===== config.mk =====
export PLATFORM = sky130hd
export DESIGN_NAME = mem_arbiter
export DESIGN_NICKNAME = d
export VERILOG_FILES = /design/src/rtl/mem_arbiter.sv
export SDC_FILE = /design/constraint.sdc
export NUM_CORES = 1
export LEC_CHECK = 0
export ABC_CLOCK_PERIOD_IN_PS = 1350
export CORE_AREA = 2 2 105 107
export DETAILED_ROUTE_END_ITERATION = 10
export DIE_AREA = 0 0 107 109
export GPL_TIMING_DRIVEN = 0
export PLACE_DENSITY_LB_ADDON = 0.25
export SYNTH_ARGS = -nofsm -noshare
export SYNTH_HDL_FRONTEND = slang
export SYNTH_SLANG_ARGS = --single-unit

===== constraint.sdc =====
create_clock -name CLK -period 1.35 [get_ports CLK]
set_input_delay 0.2025 -clock CLK [delete_from_list [all_inputs] [get_ports CLK]]
set_output_delay 0.2025 -clock CLK [all_outputs]
set_load 0.005 [all_outputs]

===== src/rtl/mem_arbiter.sv =====
// Arbitrates the single RAM port between icache and dcache. The dcache has priority and its two-word blocks are locked.
// A starvation counter forces an icache grant once enough dcache words have completed while the icache was waiting.
module mem_arbiter #(
   parameter int unsigned STARVE_LIMIT = 4
) (
   input  logic        CLK,
   input  logic        nRST,
   input  logic        iREN,
   input  logic [31:0] iaddr,
   output logic        iwait,
   output logic [31:0] iload,
   input  logic        dREN,
   input  logic        dWEN,
   input  logic [31:0] daddr,
   input  logic [31:0] dstore,
   output logic        dwait,
   output logic [31:0] dload,
   output logic        ramREN,
   output logic        ramWEN,
   output logic [31:0] ramaddr,
   output logic [31:0] ramstore,
   input  logic [31:0] ramload,
   input  logic        ramready
);

   typedef enum logic [1:0] {
      IDLE = 2'd0,
      IGNT = 2'd1,
      DGNT = 2'd2
   } state_t;

   localparam logic [3:0] LIMIT = 4'(STARVE_LIMIT);

   state_t     r_state;
   state_t     w_next;
   state_t     w_arb;
   logic [3:0] r_cnt;
   logic       w_dreq;
   logic       w_starve;
   logic       w_icomp;
   logic       w_dcomp;

   assign w_dreq   = dREN | dWEN;
   assign w_starve = (r_cnt >= LIMIT);
   assign w_icomp  = (r_state == IGNT) & ramready;
   assign w_dcomp  = (r_state == DGNT) & ramready;

   always_ff @(posedge CLK or negedge nRST) begin
      if (!nRST) begin
         r_state <= IDLE;
         r_cnt   <= '0;
      end else begin
         r_state <= w_next;
         if (w_icomp || !iREN)
            r_cnt <= '0;
         else if (w_dcomp && (r_cnt < LIMIT))
            r_cnt <= r_cnt + 4'd1;
      end
   end

   always_comb begin
      w_arb = IDLE;
      if (w_starve && iREN)
         w_arb = IGNT;
      else if (w_dreq)
         w_arb = DGNT;
      else if (iREN)
         w_arb = IGNT;
   end

   always_comb begin
      w_next = r_state;
      case (r_state)
         IDLE: w_next = w_arb;
         IGNT: begin
            if (ramready)
               w_next = w_arb;
            else if (!iREN)
               w_next = IDLE;
         end
         DGNT: begin
            // First word of a block keeps the port so the second word follows with no gap, even when starving.
            if (ramready)
               w_next = (!daddr[2] && w_dreq) ? DGNT : w_arb;
            else if (!w_dreq)
               w_next = IDLE;
         end
         default: w_next = IDLE;
      endcase
   end

   always_comb begin
      ramREN   = 1'b0;
      ramWEN   = 1'b0;
      ramaddr  = '0;
      ramstore = '0;
      case (r_state)
         IGNT: begin
            ramREN  = iREN;
            ramaddr = iaddr;
         end
         DGNT: begin
            ramWEN   = dWEN;
            ramREN   = dREN & ~dWEN;
            ramaddr  = daddr;
            ramstore = dstore;
         end
         default: ;
      endcase
      iwait = ~w_icomp;
      dwait = ~w_dcomp;
      iload = ramload;
      dload = ramload;
   end

endmodule


==> reports/results.ini, run 1 <==
[layout]
area_growth_pct = 207
drive_gt1_share_pct = 55.8
post-route-util_pct = 46.7
nNetsFinal = 625
antennaDiodeCount = 0
final_area_mm2 = 0.00495

[routing]
wl_met3_um = 731
wl_met1_um = 3270
postRouteAntennaNets = 0
vias = 2482
routedWlPerCell_um = 14.4
wl_met2_um = 4950
maxUsedRoutingLayer = met4
drt_iter0_drc = 67
drtPass1Iterations = 4
routed_wl_um = 9000
drc = 0
viasPerCell = 3.98

[floorplanning]
core_area_mm2 = 0.0106
num_rows = 38
die_area_mm2 = 0.0117
initial_core_util_pct = 15.2
die_x_um = 107
io-pin-count = 266
die_y_um = 109

[sta]
finalHoldViolCount = 0
slew_viol_final = 0
final-setup-viol-count = 74
setup_ws_ns = -0.421
period_minus_slack_ns = 1.77
fmax_mhz = 565
worstMarginPinSlew_ns = 0.464
fin_tns_setup_ns = -25.07
whs_ns = 0.224
rsz0062_at_grt = true
clock-skew-final_ns = 0.000579
max-slew-margin-rel_pct = 68.9
period_share_pct = 131

[synth]
netlist_instances = 218
seq_area_frac_synth_pct = 9.30
synth_enable_flop_cells = 0
yosys_register_bits = 6
syn-num-nets = 357
synthArstFlopShare_pct = 100
syn_area_per_cell_um2 = 7.40
ys.flop_type = dfrtp_1
synthDistinctLibCells = 25
syn_area_mm2 = 0.00161
synth_warnings = 0

[worst_setup_path]
worstSetupPathType = reg -> out
crit_arrival_ns = 1.57
rr_startpoint = r_state[0]
critPathTopFamily = buffers and inverters
r2r_slack_ns = -0.24
cp-end-kind = output pin
worstPathCellList = buf_6 -> ha_4 -> clkbuf_16 -> buf_16 -> a22oi_2 -> nor2b_1 -> buf_2
path_buf_inv = 4
slowest_delay_ns = 0.41
critPathMaxFanout = 5
crit_required_ns = 1.15
rr_worst_depth = 7
start_kind = flop
r2r_end = r_state[0]
cpMaxStageDelayCell = dfrtp_1

[power_and_ir_drop]
p_leak_nw = 2.16
clock_power_share_pct = 4.4
p_per_area_mw_per_mm2 = 1230
sw_frac_of_total_pct = 33.6
combPwrFrac_pct = 91.3
p_sw_mw = 2.05
p_int_mw = 4.05
ir_drop_mv = 0.651
power.share.sequential_pct = 4.3

[global_route]
grt_pass1_vias = 2477
grt_antenna_before_repair = 0
grt_max_degree = 11
grt_overflow_total = 0
grt_pass1_wl_um = 13100
gr-usage-all-layers_pct = 14.0

[clock_tree]
cts-root-buf = clkbuf_8
cts_sinks = 6
tritoncts = built
clk_pin_slew_worst_paths_ns = 0.04
hold_buffers = 0
htreeDepth = 1
cts_max_path_buffers = 2
cts_made_buffers = 3
clock_latency_ns = 0.22

[run]
maxCapViolations = 0

[hold_path]
hold_class = in -> async

[placed_design]
portBuffers = 233
dpl.hpwl_um = 6810
dpl-instance-area_mm2 = 0.00412
place_congestion = 0.738

[status]
run_status = finished with violations
violations = negative setup slack

## power groups by stage
stage          Sequential [mW]  Clock, mW  Combinational [mW]
2_1_floorplan            0.236          0                1.59
3_3_place_gp             0.240          0                3.56
3_5_place_dp             0.245          0                3.58
4_1_cts                  0.255      0.277                5.35
5_1_grt                  0.263      0.290                5.95
6_report                 0.260      0.268                5.57
## how the worst max path moves through the flow
stage	startpoint	endpoint	slack, ns	depth (start not counted)
2_1_floorplan	r_state[0]	ramstore[10]	-0.03	6
3_3_place_gp	r_state[1]	ramaddr[31]	-0.79	5
3_5_place_dp	r_state[1]	ramaddr[31]	-0.82	5
4_1_cts	r_state[0]	ramaddr[3]	-0.51	8
5_1_grt	r_state[0]	ramaddr[31]	-0.48	6
6_report	r_state[0]	ramaddr[21]	-0.42	7
## area by class of cell
type / instances / area [um2]
sequential: 6 / 151
timing repair buffer: 264 / 2640
tap: 140 / 175
buffer: 78 / 707
multi-input combinational: 130 / 1230
fill: 1020 / 5650
clock buffer: 3 / 41.3
inverter: 3 / 11.3
## per-stage QoR
step,worst slack (ns),total power [mW],cells
floorplan,-0.0251,1.82,218
global placement,-0.793,3.80,591
detailed placement,-0.817,3.82,591
CTS,-0.509,5.88,621
global route,-0.482,6.50,624
finish,-0.421,6.10,624
## layout by cell type (no fill, tap or decap), types with 3 or more instances in the layout
master	instances
a22oi_2	32
and2_1	3
and2_4	31
buf_12	5
buf_16	4
buf_2	34
buf_4	69
buf_6	48
buf_8	12
clkbuf_8	4
clkdlybuf4s50_1	165
dfrtp_1	5
ha_4	3
nor2_1	4
nor2b_1	23
nor2b_2	9
o21ai_1	3
## cell families after synthesis
family	count (synthesis)	share of synthesized area [%]
AOI/OAI and AO/OA	45	20.5
xor gates and xnor gates	1	0.543
adders and majority gates	5	3.88
buffers and inverters	82	35.6
DFF	6	9.30
muxes	1	0.620
and+or+nand+nor	78	29.6
## synth_stat cells (all sizes together), types with 2 or more instances
master	n	share of area (%)
a211oi	3	1.4
a21oi	2	0.62
a22oi	32	15
a41o	2	1.2
and2	34	13
buf	73	33
clkbuf	6	1.4
dfrtp	6	9.3
ha	5	3.9
inv	3	0.70
nand2	5	1.3
nor2	4	0.93
nor2b	32	12
o21ai	4	1.2
## state kept, by name, summed over array words and instances (netlist names)
| name | cells |
|---|---|
| r_state | 2 |
| r_cnt | 4 |
## routing by layer
metal / up-vias / track usage, %
li1: 1210 / -
met1: 1144 / 16.1
met2: 124 / 26.8
met3: 4 / 2.81
met4: 0 / 2.23
met5: - / 0
## what timing repair did
item | in CTS | in global routing
pin swaps | 9 | 18
setup buffers | 19 | 4
gates cloned | 8 | 2
resized for setup | 429 | 39
setup endpoints to repair | 74 | 74
(Power assumes the default switching activity.)
==> run 2, diff against run 1 <==
--- a/config.mk
+++ b/config.mk
@@ -5,7 +5,6 @@
 export SDC_FILE = /design/constraint.sdc
 export NUM_CORES = 1
 export LEC_CHECK = 0
-export ABC_CLOCK_PERIOD_IN_PS = 1350
 export CORE_AREA = 2 2 105 107
 export DETAILED_ROUTE_END_ITERATION = 10
 export DIE_AREA = 0 0 107 109
==> results of run 2 <==
Same layout as run 1: the final DEF is identical, and so are final timing and power.
==> run 3, diff against run 2 <==
--- a/config.mk
+++ b/config.mk
@@ -5,9 +5,10 @@
 export SDC_FILE = /design/constraint.sdc
 export NUM_CORES = 1
 export LEC_CHECK = 0
-export CORE_AREA = 2 2 105 107
+export CORE_AREA = 3 3 103 105
+export CTS_CLUSTER_DIAMETER = 50
 export DETAILED_ROUTE_END_ITERATION = 10
-export DIE_AREA = 0 0 107 109
+export DIE_AREA = 0 0 106 108
 export GPL_TIMING_DRIVEN = 0
 export PLACE_DENSITY_LB_ADDON = 0.25
 export SYNTH_ARGS = -nofsm -noshare
==> run 3 against run 2 <==
Net effect: largest cell class unchanged; die area shrank 1.8%; the run still ends with negative setup slack left; clock-buffer cell count is the same; global-route usage rose by 0.81 points; cell count is 0.64% lower; setup slack got worse by 0.0084 ns; clock skew about the same; critical path type unchanged; largest power group unchanged.
==> reports/results.ini, run 3 (synthesized netlist as in run 1, its figures left out) <==
[status]
run_status = finished with violations
violations = negative setup slack

[power_and_ir_drop]
power.share.sequential_pct = 4.0
clock_power_share_pct = 4.1
p_int_mw = 4.29
total_power_mw = 6.42
p_leak_nw = 2.24
p_sw_mw = 2.13
sw_frac_of_total_pct = 33.2
combPwrFrac_pct = 91.9
p_per_area_mw_per_mm2 = 1280
ir_drop_mv = 0.539

[worst_setup_path]
critPathTopFamily = buffers and inverters
path_common_cell = buf_8
crit_required_ns = 1.15
cpMaxStageDelayCell = dfrtp_1
r2r_slack_ns = -0.30
rr_worst_depth = 8
slowest_delay_ns = 0.39
critPathMaxFanout = 5
worstSetupPathType = reg -> out
worstPathCellList = buf_6 -> ha_4 -> buf_8 -> buf_8 -> a22oi_2 -> nor2b_4 -> buf_2
cp-startpoint = r_state[0]
start_kind = flop
cp-end-kind = output pin
rr_startpoint = r_state[0]
cp.depth = 7
crit_arrival_ns = 1.58
path_buf_inv = 4

[routing]
drt_iter0_drc = 64
routedWlPerCell_um = 15.4
vias = 2481
postRouteAntennaNets = 0
drc = 0
drtPass1Iterations = 4
viasPerCell = 4.00
routed_wl_um = 9570

[layout]
reg_top3 = r_cnt x4, r_state x2
area_growth_pct = 212
largest_register_ffs = 4
post-route-util_pct = 51.7
nNetsFinal = 628
fillers = 913
final_common_cell = clkdlybuf4s50_1
largest-register = r_cnt
antennaDiodeCount = 0
final_cell_mix = clkdlybuf4s50_1 (165), buf_4 (72), buf_6 (52)
layoutNonFillerInstCount = 620
drive_gt1_share_pct = 56.7

[clock_tree]
clock_latency_ns = 0.22
cts_max_path_buffers = 2
tritoncts = built
cts_sinks = 6
htreeDepth = 1
cts-root-buf = clkbuf_8
clk_pin_slew_worst_paths_ns = 0.04
cts_made_buffers = 3

[placed_design]
portBuffers = 233
dpl.cell_count = 584
dpl.hpwl_um = 7410
place_congestion = 0.776

[sta]
worstMarginPinSlew_ns = 0.442
max-slew-margin-rel_pct = 70.4
setup_ws_ns = -0.429
period_minus_slack_ns = 1.78
slew_viol_final = 0
finalHoldViolCount = 0
period_share_pct = 132
whs_ns = 0.231
final-setup-viol-count = 73
clock-skew-final_ns = 0.000977
fmax_mhz = 562
rsz0062_at_grt = true

[global_route]
gr-usage-all-layers_pct = 14.8
grt_pass1_wl_um = 13600
grt_overflow_total = 0
grt_antenna_before_repair = 0
grt_pass1_vias = 2484
grt_max_degree = 11

[floorplanning]
core_area_mm2 = 0.00973
die_x_um = 106
die_y_um = 108
io-pin-count = 266
initial_core_util_pct = 16.6
die_area_mm2 = 0.0114
num_rows = 36

[hold_path]
hold_class = in -> async

[run]
maxCapViolations = 0

[run 3: repair_timing]
| item | 4_1_cts | 5_1_grt |
|---|---|---|
| gates cloned | 9 | 0 |
| buffers inserted | 20 | 8 |
| endpoints found under the setup margin | 74 | 74 |
| resized for setup | 428 | 55 |
| pin swaps | 14 | 6 |
| hold buffers | 0 | 0 |
[run 3: power groups by stage]
stage | registers [mW] | logic (mW) | clock network, mW
6_report | 0.259 | 5.90 | 0.264
5_1_grt | 0.267 | 6.28 | 0.279
4_1_cts | 0.250 | 5.30 | 0.272
3_5_place_dp | 0.242 | 3.58 | 0
3_3_place_gp | 0.238 | 3.56 | 0
2_1_floorplan | 0.236 | 1.59 | 0
[run 3: worst register-to-register path: stages, from the launching register on]
cell and delay [ns]:
dfrtp_1 0.39, inv_2 0.11, ha_4 0.21, buf_4 0.14, buf_6 0.09, buf_6 0.10, o21ai_2 0.06, a21o_2 0.22
a41o_1 0.22
[run 3: per-layer routing]
| layer | track usage [%] | vias up | share of wire, % | wire, um |
|---|---|---|---|---|
| li1 | - | 1210 | - | - |
| met1 | 15.7 | 1141 | 34 | 3260 |
| met2 | 30.7 | 126 | 58 | 5560 |
| met3 | 3.22 | 4 | 7.3 | 699 |
| met4 | 0.925 | 0 | 0.48 | 46 |
| met5 | 0 | - | 0 | 0 |
[run 3: worst paths after layout]
path,to
setup / recovery,ramaddr[15]
hold / removal,r_cnt[3]
setup reg to reg,r_state[0]
hold reg to reg,r_cnt[1]
max in group asynchronous,r_state[1]
min in group CLK,r_cnt[1]
[run 3: cell type report]
cell class,instances,area (um2),share of cell area (%)
multi-input cells,130,1290,25.6
flip-flops and latches,6,151,3.01
clock buffers,3,41.3,0.821
inverters,3,13.8,0.274
plain buffers,77,677,13.5
repair buffers,268,2690,53.6
well taps,133,166,3.31
[run 3: through the flow]
stage	setup slack, ns	area, um2	TNS, ns
3_3_place_gp	-0.766	4120	-46.93
2_1_floorplan	-0.0251	1620	-0.776
3_5_place_dp	-0.769	4120	-48.28
4_1_cts	-0.492	4820	-29.06
5_1_grt	-0.505	5030	-31.01
6_report	-0.429	5030	-25.69
==> variant (config.mk and constraints of run 3) <==
The 3 states of `state_t` get a one-hot encoding in 3 bits.
--- a/src/rtl/mem_arbiter.sv
+++ b/src/rtl/mem_arbiter.sv
@@ -23,10 +23,10 @@
    input  logic        ramready
 );
 
-   typedef enum logic [1:0] {
-      IDLE = 2'd0,
-      IGNT = 2'd1,
-      DGNT = 2'd2
+   typedef enum logic [2:0] {
+      IDLE = 3'b001,
+      IGNT = 3'b010,
+      DGNT = 3'b100
    } state_t;
 
    localparam logic [3:0] LIMIT = 4'(STARVE_LIMIT);
Function: no difference found for any inputs over 10 cycles, from zero or initial values and one cycle with nRST low; not proved beyond that.
==> variant against run 3 <==
The run still ends with negative setup slack left; clock skew hardly changed; largest power group unchanged; highest routed layer unchanged; sequential share of layout area is 0.92 points higher; non-clock buffer count is 1 lower; worst setup slack worse by 0.13 ns; routed wire length is 5.2% lower; first-iteration DRC count is 23% higher; power is 37% lower; sequential power is 28% higher; sequential cell count is 1 higher; cell area is 9.4% lower; area after synthesis is 8.1% lower.
==> variant: results (changes against run 3) <==
<table>
<tr><th>Metric</th><th>Value</th></tr>
<tr><th colspan="2">Outcome</th></tr>
<tr><td>Result of the run</td><td>finished, violations left</td></tr>
<tr><td>Violations in the final reports</td><td>negative setup slack</td></tr>
<tr><th colspan="2">Final layout</th></tr>
<tr><td>Number of inserted filler cells in the final layout</td><td>970 (+6.2%)</td></tr>
<tr><td>Top flop regs</td><td>r_cnt: 4 flops, r_state: 3 flops</td></tr>
<tr><td>Layout cells sized above 1</td><td>50.4% (-6.2 points)</td></tr>
<tr><th colspan="2">Synthesis</th></tr>
<tr><td>Average footprint of a synthesized cell</td><td>7.94 µm² (+7.2%)</td></tr>
<tr><td>Number of nets in the synthesized netlist</td><td>322 (-9.8%)</td></tr>
<tr><td>Top post-synthesis cells by count</td><td>buf_4, and2_1, a22o_1</td></tr>
<tr><td>Dominant cells by area after synthesis</td><td>buf_4, a22o_1, and2_1</td></tr>
<tr><td>Share of the yosys chip area belonging to registers</td><td>11.9% (+2.6 points)</td></tr>
<tr><td>Synthesis-stage register bit count</td><td>7 (+1)</td></tr>
<tr><th colspan="2">Worst setup path</th></tr>
<tr><td>Reg-to-reg endpoint</td><td>r_state[1]</td></tr>
<tr><td>Reg2reg start</td><td>r_state[0]</td></tr>
<tr><td>Delay of the slowest cell on the worst path</td><td>0.60 ns (+0.21 ns)</td></tr>
<tr><td>Max Fanout on Critical Path</td><td>6 (+1)</td></tr>
<tr><td>Depth of the worst register-to-register path</td><td>6 (-2)</td></tr>
<tr><th colspan="2">Pwr</th></tr>
<tr><td>Worst vdd rail ir drop</td><td>0.340 mV (-37%)</td></tr>
<tr><th colspan="2">CTS</th></tr>
<tr><td>Resized Gates After CTS</td><td>290 (-32%)</td></tr>
<tr><th colspan="2">Drt</th></tr>
<tr><td>Aggregate routed wire length</td><td>9.07 mm (-5.2%)</td></tr>
<tr><td>Number of DRC markers in iteration 0</td><td>79 (+23%)</td></tr>
<tr><th colspan="2">Timing</th></tr>
<tr><td>Total negative slack</td><td>-28.84 ns (-3.16 ns)</td></tr>
<tr><td>Post-route worst setup slack</td><td>-0.564 ns (-0.134 ns)</td></tr>
<tr><td>Slew headroom</td><td>69.2% (-1.2 points)</td></tr>
<tr><td>Number of failing setup endpoints in the final timing report</td><td>74 (+1.4%)</td></tr>
<tr><th colspan="2">Placement</th></tr>
<tr><td>Pre-CTS setup slack</td><td>-0.945 ns (-0.176 ns)</td></tr>
<tr><td>Routability congestion estimate from global placement</td><td>0.718 (-7.4%)</td></tr>
<tr><th colspan="2">Global routing</th></tr>
<tr><td>Combined global-route utilization of all metal layers</td><td>13.6% (-1.2 points)</td></tr>
</table>
[variant: cell count changes after synthesis, moves of 3 or more]
| cell | before | now |
|---|---|---|
| a211oi_1 | 3 | 0 |
| a22o_1 | 0 | 32 |
| a22oi_1 | 32 | 0 |
| clkbuf_1 | 6 | 3 |
| ha_1 | 5 | 1 |
| nor2b_1 | 32 | 0 |
| o21ai_0 | 2 | 7 |
[variant: power breakdown]
part,internal [µW],switching (µW),leakage [µW]
combinational,2280,1130,0.00200
sequential,267,63.6,0.0000896
clock,204,89.7,0.0000228
[variant: worst max-delay path by stage]
stage          startpoint          end  slack (ns)  depth (start not counted)
2_1_floorplan  r_state[0]  ramaddr[10]       0.002                          4
3_3_place_gp   r_state[0]  ramaddr[22]       -0.93                          5
3_5_place_dp   r_state[0]  ramaddr[22]       -0.95                          5
4_1_cts        r_state[0]  ramaddr[18]       -0.57                          7
5_1_grt        r_state[0]  ramaddr[10]       -0.62                          7
6_report       r_state[0]  ramaddr[18]       -0.56                          7
[variant: logic make-up after synthesis]
group	Yosys count	synth area share, %
buffers and inverters	78	37.2
AND/OR/NAND/NOR	52	24.2
AO/OA/AOI/OAI	48	25.3
flip-flops	7	11.9
XOR/XNOR	1	0.590
adder cells (fa/ha/maj)	1	0.843
[variant: area by class of cell]
cell class              count  area [µm²]  share of cell area (%)
plain buffers              73         609                    13.4
repair buffers            271        2630                    57.7
well taps                 133         166                    3.65
inverters                   3        11.3                   0.247
flip-flops and latches      7         179                    3.93
multi-input cells         102         915                    20.1
clock buffers               4        45.0                   0.989
[variant: layer usage]
layer	GRT usage [%]	up-vias	wire length [µm]
met3	5.73	3	1070
li1	-	1131	-
met4	1.67	0	14
met1	13.4	1098	2970
met5	0	-	0
met2	27.0	157	5010
